**src/rtl/mlm_dec.sv**
```systemverilog
// Hamming SEC decoder/corrector for 16 data bits and 5 parity bits.
// Stage 1 registers the received word and its syndrome. Stage 2 registers the
// corrected word and the error flags. Saturating counters track how many
// delivered words were corrected and how many were uncorrectable.
module mlm_dec #(
  parameter int unsigned CNT_W = 16
) (
  input  logic             clk,
  input  logic             rst,
  input  logic             in_valid,
  output logic             in_ready,
  input  logic [0:15]      in_data,
  input  logic [0:4]       in_par,
  output logic             out_valid,
  input  logic             out_ready,
  output logic [0:15]      out_data,
  output logic [4:0]       out_syn,
  output logic             out_corr,
  output logic             out_uncorr,
  input  logic             cnt_clr,
  output logic [CNT_W-1:0] corr_cnt,
  output logic [CNT_W-1:0] uncorr_cnt
);

  // Codeword position of each data bit d[i]; parity bit p[k] sits at 2**k.
  localparam logic [4:0] DataPos [16] = '{
    5'd3,  5'd5,  5'd6,  5'd7,  5'd9,  5'd10, 5'd11, 5'd12,
    5'd13, 5'd14, 5'd15, 5'd17, 5'd18, 5'd19, 5'd20, 5'd21
  };

  logic             en;
  logic             s1_valid_q, s1_valid_d;
  logic [0:15]      s1_data_q, s1_data_d;
  logic [4:0]       s1_syn_q, s1_syn_d;
  logic             out_valid_q, out_valid_d;
  logic [0:15]      out_data_q, out_data_d;
  logic [4:0]       out_syn_q, out_syn_d;
  logic             out_corr_q, out_corr_d;
  logic             out_uncorr_q, out_uncorr_d;
  logic [CNT_W-1:0] corr_cnt_q, corr_cnt_d;
  logic [CNT_W-1:0] uncorr_cnt_q, uncorr_cnt_d;
  logic             out_xfer;

  // Global pipeline advance: everything moves together or everything holds.
  assign en       = !out_valid_q || out_ready;
  assign in_ready = en;
  assign out_xfer = out_valid_q && out_ready;

  // Stage 1: XOR of the positions of all set data bits is exactly the
  // recomputed parity vector, so the syndrome is that XOR against p[].
  always_comb begin
    logic [4:0] calc;
    logic [4:0] par_vec;
    calc    = '0;
    par_vec = '0;
    for (int i = 0; i < 16; i++) begin
      if (in_data[i]) calc = calc ^ DataPos[i];
    end
    for (int k = 0; k < 5; k++) begin
      par_vec[k] = in_par[k];
    end
    s1_valid_d = s1_valid_q;
    s1_data_d  = s1_data_q;
    s1_syn_d   = s1_syn_q;
    if (en) begin
      s1_valid_d = in_valid;
      if (in_valid) begin
        s1_data_d = in_data;
        s1_syn_d  = calc ^ par_vec;
      end
    end
  end

  // Stage 2: flip the data bit named by the syndrome and classify it.
  always_comb begin
    logic [0:15] fixed;
    logic        unc;
    fixed = s1_data_q;
    for (int i = 0; i < 16; i++) begin
      if (s1_syn_q == DataPos[i]) fixed[i] = ~fixed[i];
    end
    unc          = (s1_syn_q >= 5'd22);
    out_valid_d  = out_valid_q;
    out_data_d   = out_data_q;
    out_syn_d    = out_syn_q;
    out_corr_d   = out_corr_q;
    out_uncorr_d = out_uncorr_q;
    if (en) begin
      out_valid_d = s1_valid_q;
      if (s1_valid_q) begin
        out_data_d   = unc ? s1_data_q : fixed;
        out_syn_d    = s1_syn_q;
        out_corr_d   = (s1_syn_q != 5'd0) && !unc;
        out_uncorr_d = unc;
      end
    end
  end

  // Saturating event counters; a clear wins over a same-cycle event.
  always_comb begin
    corr_cnt_d   = corr_cnt_q;
    uncorr_cnt_d = uncorr_cnt_q;
    if (cnt_clr) begin
      corr_cnt_d   = '0;
      uncorr_cnt_d = '0;
    end else if (out_xfer) begin
      if (out_corr_q && corr_cnt_q != '1)     corr_cnt_d   = corr_cnt_q + 1'b1;
      if (out_uncorr_q && uncorr_cnt_q != '1) uncorr_cnt_d = uncorr_cnt_q + 1'b1;
    end
  end

  // State registers with synchronous reset.
  always_ff @(posedge clk) begin
    if (rst) begin
      s1_valid_q   <= 1'b0;
      s1_data_q    <= '0;
      s1_syn_q     <= '0;
      out_valid_q  <= 1'b0;
      out_data_q   <= '0;
      out_syn_q    <= '0;
      out_corr_q   <= 1'b0;
      out_uncorr_q <= 1'b0;
      corr_cnt_q   <= '0;
      uncorr_cnt_q <= '0;
    end else begin
      s1_valid_q   <= s1_valid_d;
      s1_data_q    <= s1_data_d;
      s1_syn_q     <= s1_syn_d;
      out_valid_q  <= out_valid_d;
      out_data_q   <= out_data_d;
      out_syn_q    <= out_syn_d;
      out_corr_q   <= out_corr_d;
      out_uncorr_q <= out_uncorr_d;
      corr_cnt_q   <= corr_cnt_d;
      uncorr_cnt_q <= uncorr_cnt_d;
    end
  end

  assign out_valid  = out_valid_q;
  assign out_data   = out_data_q;
  assign out_syn    = out_syn_q;
  assign out_corr   = out_corr_q;
  assign out_uncorr = out_uncorr_q;
  assign corr_cnt   = corr_cnt_q;
  assign uncorr_cnt = uncorr_cnt_q;

endmodule

```
**config.mk**
```make
export PLATFORM = sky130hd
export DESIGN_NAME = mlm_dec
export DESIGN_NICKNAME = d
export VERILOG_FILES = /design/src/rtl/mlm_dec.sv
export SDC_FILE = /design/constraint.sdc
export NUM_CORES = 1
export LEC_CHECK = 0
export ABC_CLOCK_PERIOD_IN_PS = 2100
export BUFFER_PORTS_ARGS = -buffer_cell sky130_fd_sc_hd__clkbuf_2
export CAP_MARGIN = 20
export CORE_MARGIN = 2
export CORE_UTILIZATION = 38
export CTS_CLUSTER_SIZE = 40
export DETAILED_ROUTE_END_ITERATION = 10
export PLACE_DENSITY_LB_ADDON = 0.05
export SETUP_SLACK_MARGIN = 0.15
export SLEW_MARGIN = 20
export SYNTH_ARGS = -nofsm -noshare
export SYNTH_HDL_FRONTEND = slang
export SYNTH_SLANG_ARGS = --single-unit
```
**constraint.sdc**
```tcl
create_clock -name clk -period 2.1 [get_ports clk]
set_input_delay 0.42 -clock clk [delete_from_list [all_inputs] [get_ports clk]]
set_output_delay 0.42 -clock clk [all_outputs]
set_load 0.005 [all_outputs]
```
Word-level counts from Yosys, hierarchy flattened:

Cells that the tools add are included.

* register bits: 78
* logic and storage cells: 109
* output and inout port bits: 57

* eq/ne operators: 18
* multiplexer cells: 33
* reductions and logical operators: 13
* add/subtract/negate cells: 2
* $lt $le $gt $ge: 1
* bitwise gates (word level): 32

Operators with widths (number)
* 5-bit by 4-bit equality test with 1-bit output (second input constant): 7
* 16-bit by 1-bit adder with 16-bit output (second input constant): 2
* 16-bit inequality test (second input constant): 2
* 4-bit 2-to-1 mux: 7
* 5-bit equality test (second input constant): 5
* 5-bit 2-to-1 mux: 5
* 3-bit inverter: 6
* 1-bit 2-to-1 mux: 16
* 16-bit 2-to-1 mux: 1
* 1-bit inverter: 16
* 2-bit inverter: 8
* 5-bit by 3-bit equality test with 1-bit output (second input constant): 3
* 3-bit 2-to-1 mux: 3
* 2-bit AND reduction: 4
* 5-bit by 2-bit equality test with 1-bit output (second input constant): 1
* 5-bit >= comparator (second input constant): 1
* 5-bit nonzero test: 1
* 5-bit bitwise XOR: 1
* 1-bit logical AND: 4
* 4-bit inverter: 1
* 1-bit logical NOT: 2
* 2-bit 2-to-1 mux: 1
* 2-bit OR reduction: 1
* 1-bit logical OR: 1

Depth between registers and ports, before layout:

Gate-level depths: netlist of run 1.

* word-level depth: 32
* mapped depth: 7
* depth with buffers taken out: 6

Worst setup path before layout of run 1:

Ideal clock, no wire load.

* path type: register to register
* start: register uncorr_cnt_q[0], in the netlist uncorr_cnt[0]
* end: register uncorr_cnt_q[6], in the netlist uncorr_cnt[6]
* period minus slack after synthesis: 1.858 ns
* stages on the path, launching flop included: 8
* required time: 1.983 ns
* data arrival time: 1.741 ns
* path slack: 0.242 ns
* library setup time: 0.117 ns
* cell sequence: dfxtp_1 > ha_1 > nand3_1 > or4b_4 > buf_6 > o2111ai_2 > xor2_1 > nor2_1

* word-level cells in the longest chain between the ends: 3
* elaborated cells between the ends (all ways): 4

RTL lines
* start: declaration: line 41 `logic [CNT_W-1:0] uncorr_cnt_q, uncorr_cnt_d;`
* start signal: assignment: line 135 `uncorr_cnt_q <= uncorr_cnt_d;`
* parallel branches: the longest is 3 deep, another holds 16-bit by 1-bit adder with 16-bit output

Parallel ways; which one is timed is not known.
A chain may end at the register's enable or synchronous reset.

Final worst setup path of run 1:

* start: register uncorr_cnt_q[1], in the netlist uncorr_cnt[1]
* end: register uncorr_cnt_q[1], in the netlist uncorr_cnt[1]

The elaborated chain is that of the path after synthesis.

==> results by group, run 1 <==
Critical path
  • Worst Reg-to-Reg Cells: 6
  • CP endpoint kind: register
  • Worst r2r dst: uncorr_cnt[1]
  • CP top delay family: simple AND/OR/NAND/NOR gates
  • Startpoint types: register
  • Worst path cell trace: ha_4 > nand3_2 > or4b_4 > o21ai_4 > mux2i_1 > nor2_1
  • Reg2Reg Launch Point: uncorr_cnt[1]
  • Critical path arrival: 2070 ps
  • Critical path buffers and inverters: 0
  • Crit. Startpoint: uncorr_cnt[1]
  • CP Data Required Time: 2310 ps
  • Setup CP Type: register to register
  • CP max stage delay: 650 ps
  • Max FO, Critical Path: 6
  • Reg2reg setup slack: 240 ps
  • Highest-delay cell along the critical path: or4b_4

GRT
  • Initial antenna violation count: 0
  • Pin count of the biggest net entering global routing: 47
  • GR Overflow Total: 0
  • First-pass GRT wire length: 14000 um
  • GR Util All Layers: 0.167
  • Vias in the first global route: 2892

Timing
  • Period utilisation layout: 0.885
  • Fmax: ~540 MHz
  • Slew headroom: 0.565
  • Least-Margin Pin Slew: 653 ps
  • Pins Over Slew Limit: 0
  • RSZ-0062 raised after global routing: no
  • Fin crit period: 1860 ps
  • Setup_tns: 0 ps
  • Setup violations, final: 0
  • Skew final: 7.95 ps
  • Final Hold Violating Endpoints: 0

Yosys
  • Post-synthesis sequential area ratio: 0.419
  • Synthesized cell area: 3730 um^2
  • Synth Register Bits: about 80
  • Syn avg cell area: 8.55 um^2
  • Synth Net Count: 464
  • Library cells used by synthesis: 40
  • Gate Count Post-Synth: 436
  • Ranking of synthesized cells by area: dfxtp_1, xor2_1, xnor2_1
  • Synth top area share: 0.419
  • Ys Warns: 0
  • Area leader, netlist: dfxtp_1

Floorplan
  • Die ar.: between 10000 and 15000 um^2
  • Die width: 103 um
  • IO Pins: 83
  • Core ar.: 9640 um^2
  • Die Y: 103 um
  • Starting Density: 0.387
  • Row count: 36

Detailed routing
  • DRT iter0 DRCs: 66
  • Residual DRC: 0
  • Vias: 3173
  • Antenna Nets Post-Route: 0
  • Via density: slightly below 5
  • Wire per inst: approximately 13 um
  • DRT Wirelength: between 8000 and 9000 um
  • DRT Pass-1 Iters: 4

Power
  • Leak: 1.76 nW
  • Combinational power share: 0.140
  • Sequential power share: 0.527
  • Int Power: roughly 2.2 mW
  • Sw Share: 0.273
  • Switching power: 0.836 mW
  • Power Density: ~700 nW/um^2
  • Clock power frac: 0.333
  • Max VDD drop: 0.000284 V

Hold path
  • Hold_sp: in_data[11]
  • Hold path cells: 3
  • WHS Endpoint: s1_data_q[11]
  • HP Class: input pin to register

Clock tree
  • Hold buffer count at cts: 0
  • Worst-path clk slew: 80 ps
  • Number of H-tree levels: 3
  • Clock Tree Buf Depth: 2
  • Clock Tree Root: clkbuf_8
  • CTS sink cnt: 78
  • Clock buffer count from CTS: 9
  • CTS tree: built
  • Clk Latency, worst-skew pair: around 340 ps

Layout
  • Layout cells sized above 1: 0.239
  • P&R area growth vs syn: 20.4%
  • Final Cell Area: approximately 4500 um^2
  • Nets@finish: approximately 540
  • Ant. Diodes: 0

Place
  • RD Place Congestion: approximately 0.76
  • Placed cell area: 4270 um^2
  • PortBufs: 82
  • Post-DP HPWL: 6290 um

Job
  • Max_cap viols: 0

Status
  • Status: completed
## layer usage
layer	up-vias	GRT usage	wire (um)
met2	58	0.283	4180
met4	0	0.0577	102
met1	1466	0.214	4140
met3	9	0.0298	342
li1	1640	-	-
met5	-	0	0
## registers in the layout (all words and copies together), names as in the netlist
signal,flops
out_uncorr,1
out_corr,1
s1_syn_q,5
s1_data_q,16
out_syn,5
out_valid,1
s1_valid_q,1
out_data,16
corr_cnt,16
uncorr_cnt,16
## cells in the final DEF, fill, tap and decap left out, drive strengths merged, types with 3 or more instances in the layout
cell type  Yosys  routed
o21ai          7       7
o211ai        10      10
clkinv         0       3
a211oi        20      20
dfxtp         78      78
nand2         63      63
nand4         11      11
clkbuf        13      93
nor2          61      61
o2111ai        4       4
and2           3       3
nor2b          5       5
buf           10       7
and4           3       3
and3          10      10
xnor2         32      32
nand3         13      13
xor2          41      41
nor3           5       5
a21oi         27      27
## power groups by stage
stage               registers, mW  clock network (mW)  logic (mW)
floorplan                    1.61                   0       0.330
global placement             1.65                   0       0.436
detailed placement           1.65                   0       0.438
CTS                          1.62                1.07       0.439
global route                 1.63                1.12       0.487
finish                       1.61                1.02       0.430
## area by class of cell
cell class,instances,area (um^2)
clock buffer,11,151
clock inverter,4,22.5
fill,1055,5150
inverter,3,12.5
multi-input combinational,333,2090
sequential,78,1570
tap,133,166
timing repair buffer,89,475
## worst min-delay path: cells and delay by family
family	cells	cell delay, ps
buffers and inverters	1	100
AO/OA/AOI/OAI	1	50
AND/OR/NAND/NOR	1	50
## cells in the mapped netlist
master and instances:
nand2_2 1, and3_2 2, o21ai_0 3, and3_1 8
o2111ai_1 2, or4b_4 1, o21ai_2 2, nand2_1 62
inv_1 2, nor3b_1 2, o211ai_1 7, and4b_1 1
nand4_1 11, nor2_1 61, a311oi_1 1, or3_1 1
clkinvlp_2 1, a21oi_1 27, dfxtp_1 78, mux2i_1 2
or2_2 2, buf_6 1, nor2b_1 5, nand3_1 13
buf_2 6, clkbuf_1 13, nand2b_1 2, o211ai_2 3
a211oi_1 20, o21ai_1 2, o2111ai_2 2, ha_1 2
nand4b_1 1, xor2_1 41, and4_1 3, nor3_1 5
xnor3_1 2, xnor2_1 32, buf_1 3, and2_1 3
## repair_timing
item | in CTS | in global routing
resized for setup | 0 | 9
endpoints found under the setup margin | 4 | 14
pin swaps | 0 | 2
setup buffers | 0 | 0
gates cloned | 0 | 1
## logic make-up (layout without fill, tap and decap cells)
| family | after synthesis | in the layout | share of synthesized area |
|---|---|---|---|
| and+or+nand+nor | 184 | 185 | 0.227 |
| DFF | 78 | 78 | 0.419 |
| xor gates and xnor gates | 75 | 75 | 0.184 |
| AOI/OAI and AO/OA | 69 | 69 | 0.127 |
| buffers and inverters | 26 | 107 | 0.0306 |
| adders and majority gates | 2 | 2 | 0.00671 |
| muxes | 2 | 2 | 0.00537 |
## worst max path at each step
stage                          endpoint  cells after the start
final                     uncorr_cnt[1]                      6
after global routing      uncorr_cnt[1]                      6
after CTS                 uncorr_cnt[1]                      6
after detailed placement  uncorr_cnt[1]                      6
after global placement    uncorr_cnt[1]                      6
after floorplan           uncorr_cnt[6]                      7
## metrics by stage
| stage | std cells | power [mW] | hold slack, ps | setup WS (ps) | util |
|---|---|---|---|---|---|
| 2_1_floorplan | 436 | 1.94 | 441 | 242 | - |
| 3_3_place_gp | 635 | 2.09 | 451 | 173 | 0.443 |
| 3_5_place_dp | 635 | 2.09 | 460 | 108 | 0.443 |
| 4_1_cts | 650 | 3.12 | 304 | 87.7 | 0.461 |
| 5_1_grt | 651 | 3.24 | 322 | 161 | 0.465 |
| 6_report | 651 | 3.06 | 319 | 241 | 0.465 |
Power figures use the tool's default switching activity.
==> run 2: changes to the inputs <==
Settings changed: CORE_UTILIZATION 38 to 50.
==> run 2 against run 1 <==
Net effect:
- clock skew is 2.2 ps higher
- clock power is 14% higher
- final cell count is 4.8% lower
- utilization is 15 points higher
- sequential share of layout area is 0.10 points lower
- combinational power hardly changed
- via count is 1.7% lower
- sequential power hardly changed
- count of clock-buffer cells in the layout is 1 higher
- non-clock buffer count is 3 higher
- first-iteration DRC count is 41% higher
- routed wire length is 8.3% lower
- largest cell class unchanged
==> results by group, run 2 (same netlist as run 1, synthesis figures left out) <==
Detailed routing
  • Wire per inst: 13.0 um (-3.7%)
  • Via density: 5.03 (+3.2%)
  • DRT Pass-1 Iters: 4 (unchanged)
  • Residual DRC: 0 (unchanged)
  • Antenna Nets Post-Route: 0 (unchanged)
  • DRT iter0 DRCs: 93 (+41%)
  • DRT Wirelength: 8040 um (-8.3%)
  • Vias: 3120 (-1.7%)

Clock tree
  • CTS tree: built
  • Hold buffer count at cts: 0 (unchanged)
  • Clk Latency, worst-skew pair: 330 ps (about the same)
  • Clock buffer count from CTS: 9 (unchanged)
  • Number of H-tree levels: 3 (unchanged)
  • Clock Tree Buf Depth: 2 (unchanged)
  • Worst-path clk slew: 80 ps (about the same)
  • Clock Tree Root: clkbuf_8
  • CTS sink cnt: 78 (unchanged)

Power
  • Power Density: 714 nW/um^2 (+4.5%)
  • Leak: 1.79 nW (+1.5%)
  • Max VDD drop: 0.000370 V (+30%)

Critical path
  • Critical path arrival: 2110 ps (+40 ps)
  • Setup CP Type: register to register
  • Highest-delay cell along the critical path: or4b_4
  • CP Data Required Time: 2300 ps (about the same)
  • Worst path cell trace: ha_2 > nand3_2 > or4b_4 > o21ai_4 > mux2i_1 > nor2_1
  • Max FO, Critical Path: 6 (unchanged)
  • CP endpoint kind: register
  • CP max stage delay: 640 ps (about the same)
  • Critical path buffers and inverters: 0 (unchanged)
  • CP top delay family: simple AND/OR/NAND/NOR gates
  • Startpoint types: register

Place
  • PortBufs: 82 (unchanged)
  • Inst Count DP: 602 (-5.2%)
  • RD Place Congestion: 0.794 (+4.8%)
  • Post-DP HPWL: 5800 um (-7.8%)

Layout
  • P&R area growth vs syn: 20.3% (about the same)
  • Post-route insts no fill: 620 (-4.8%)
  • Commonest cells after routing, fill and taps aside: clkbuf_2, dfxtp_1, nand2_1
  • Reg area: 1560 um^2 (-0.32%)
  • Multi-input combinational cell area: 2080 um^2 (-0.48%)
  • Layout cells sized above 1: 0.240 (+0.000541)
  • Most common cell after layout, fill and taps aside: clkbuf_2
  • Ant. Diodes: 0 (unchanged)
  • Nets@finish: 545 (+0.55%)
  • Fill cell total of the finished layout: 709 (-33%)

Floorplan
  • Die Y: 90.3 um (-12%)
  • Starting Density: 0.514 (+0.127)
  • Row count: 31 (-14%)
  • Core ar.: 7250 um^2 (-25%)
  • Die width: 90.3 um (-12%)
  • Die ar.: 8160 um^2 (-23%)
  • IO Pins: 83 (unchanged)

Timing
  • Final Hold Violating Endpoints: 0 (unchanged)
  • Skew final: 10.2 ps (+2.21 ps)
  • Setup_tns: 0 ps (unchanged)
  • Setup violations, final: 0 (unchanged)
  • Pins Over Slew Limit: 0 (unchanged)
  • Slew headroom: 0.564 (-0.00108)
  • Period utilisation layout: 0.906 (+0.0211)
  • Fmax: 526 MHz (-2.3%)
  • Fin crit period: 1900 ps (+44.4 ps)
  • Least-Margin Pin Slew: 653 ps (+0.0414 ps)
  • RSZ-0062 raised after global routing: no

GRT
  • GR Util All Layers: 0.204 (+0.0373)
  • GR Overflow Total: 0 (unchanged)
  • Pin count of the biggest net entering global routing: 47 (unchanged)
  • First-pass GRT wire length: 13800 um (-1.6%)
  • Initial antenna violation count: 0 (unchanged)
  • Vias in the first global route: 2930 (+1.3%)

Hold path
  • HP Class: input pin to register

Job
  • Max_cap viols: 0 (unchanged)

Status
  • Status: completed
-- run 2: final timing paths --
kind                       from            end  slack, ps  depth (start not counted)
hold / removal      in_data[11]  s1_data_q[11]        330                          3
setup / recovery  uncorr_cnt[0]  uncorr_cnt[1]        200                          6
hold reg to reg    s1_data_q[0]   s1_data_q[0]        470                          2
setup reg to reg  uncorr_cnt[0]  uncorr_cnt[1]        200                          6
-- run 2: per-stage QoR --
step	setup WS, ps	utilization	total power, mW	hold slack, ps	cell area, um^2
floorplan	242	-	1.94	441	3730
global placement	188	0.583	2.08	446	4230
detailed placement	127	0.583	2.08	458	4230
CTS	114	0.612	3.24	311	4440
global route	120	0.618	3.37	318	4480
finish	197	0.618	3.20	329	4480
-- run 2: metal layers --
| metal | share of wire | vias to the layer above | track usage |
|---|---|---|---|
| met5 | 0 | - | 0 |
| met4 | 0.0077 | 0 | 0.0526 |
| met3 | 0.037 | 5 | 0.0417 |
| met2 | 0.49 | 66 | 0.353 |
| met1 | 0.46 | 1404 | 0.261 |
| li1 | - | 1645 | - |
-- run 2: what timing repair did --
item | in CTS | in global routing
setup buffers | 0 | 2
setup endpoints to repair | 2 | 11
resized for setup | 0 | 5
hold endpoints to repair | 0 | 0
gates cloned | 0 | 1
pin swaps | 0 | 2
-- run 2: area by class of cell --
| type | count | share of cell area |
|---|---|---|
| Multi-Input combinational cell | 333 | 0.464 |
| Sequential cell | 78 | 0.348 |
| Timing Repair Buffer | 92 | 0.111 |
| Clock buffer | 12 | 0.0368 |
| Tap cell | 99 | 0.0276 |
| Clock inverter | 3 | 0.00949 |
| Inverter | 3 | 0.00279 |
-- run 2: power breakdown --
group / internal [mW] / switching (mW)
clock: 0.639 / 0.518
sequential: 1.54 / 0.0686
combinational: 0.208 / 0.224
total: 2.39 / 0.811
-- run 2: tightest hold or removal path: cells and delay by family --
kind | cells | cell delay (ps)
AOI/OAI and AO/OA | 1 | 50
buffers and inverters | 1 | 90
and+or+nand+nor | 1 | 50
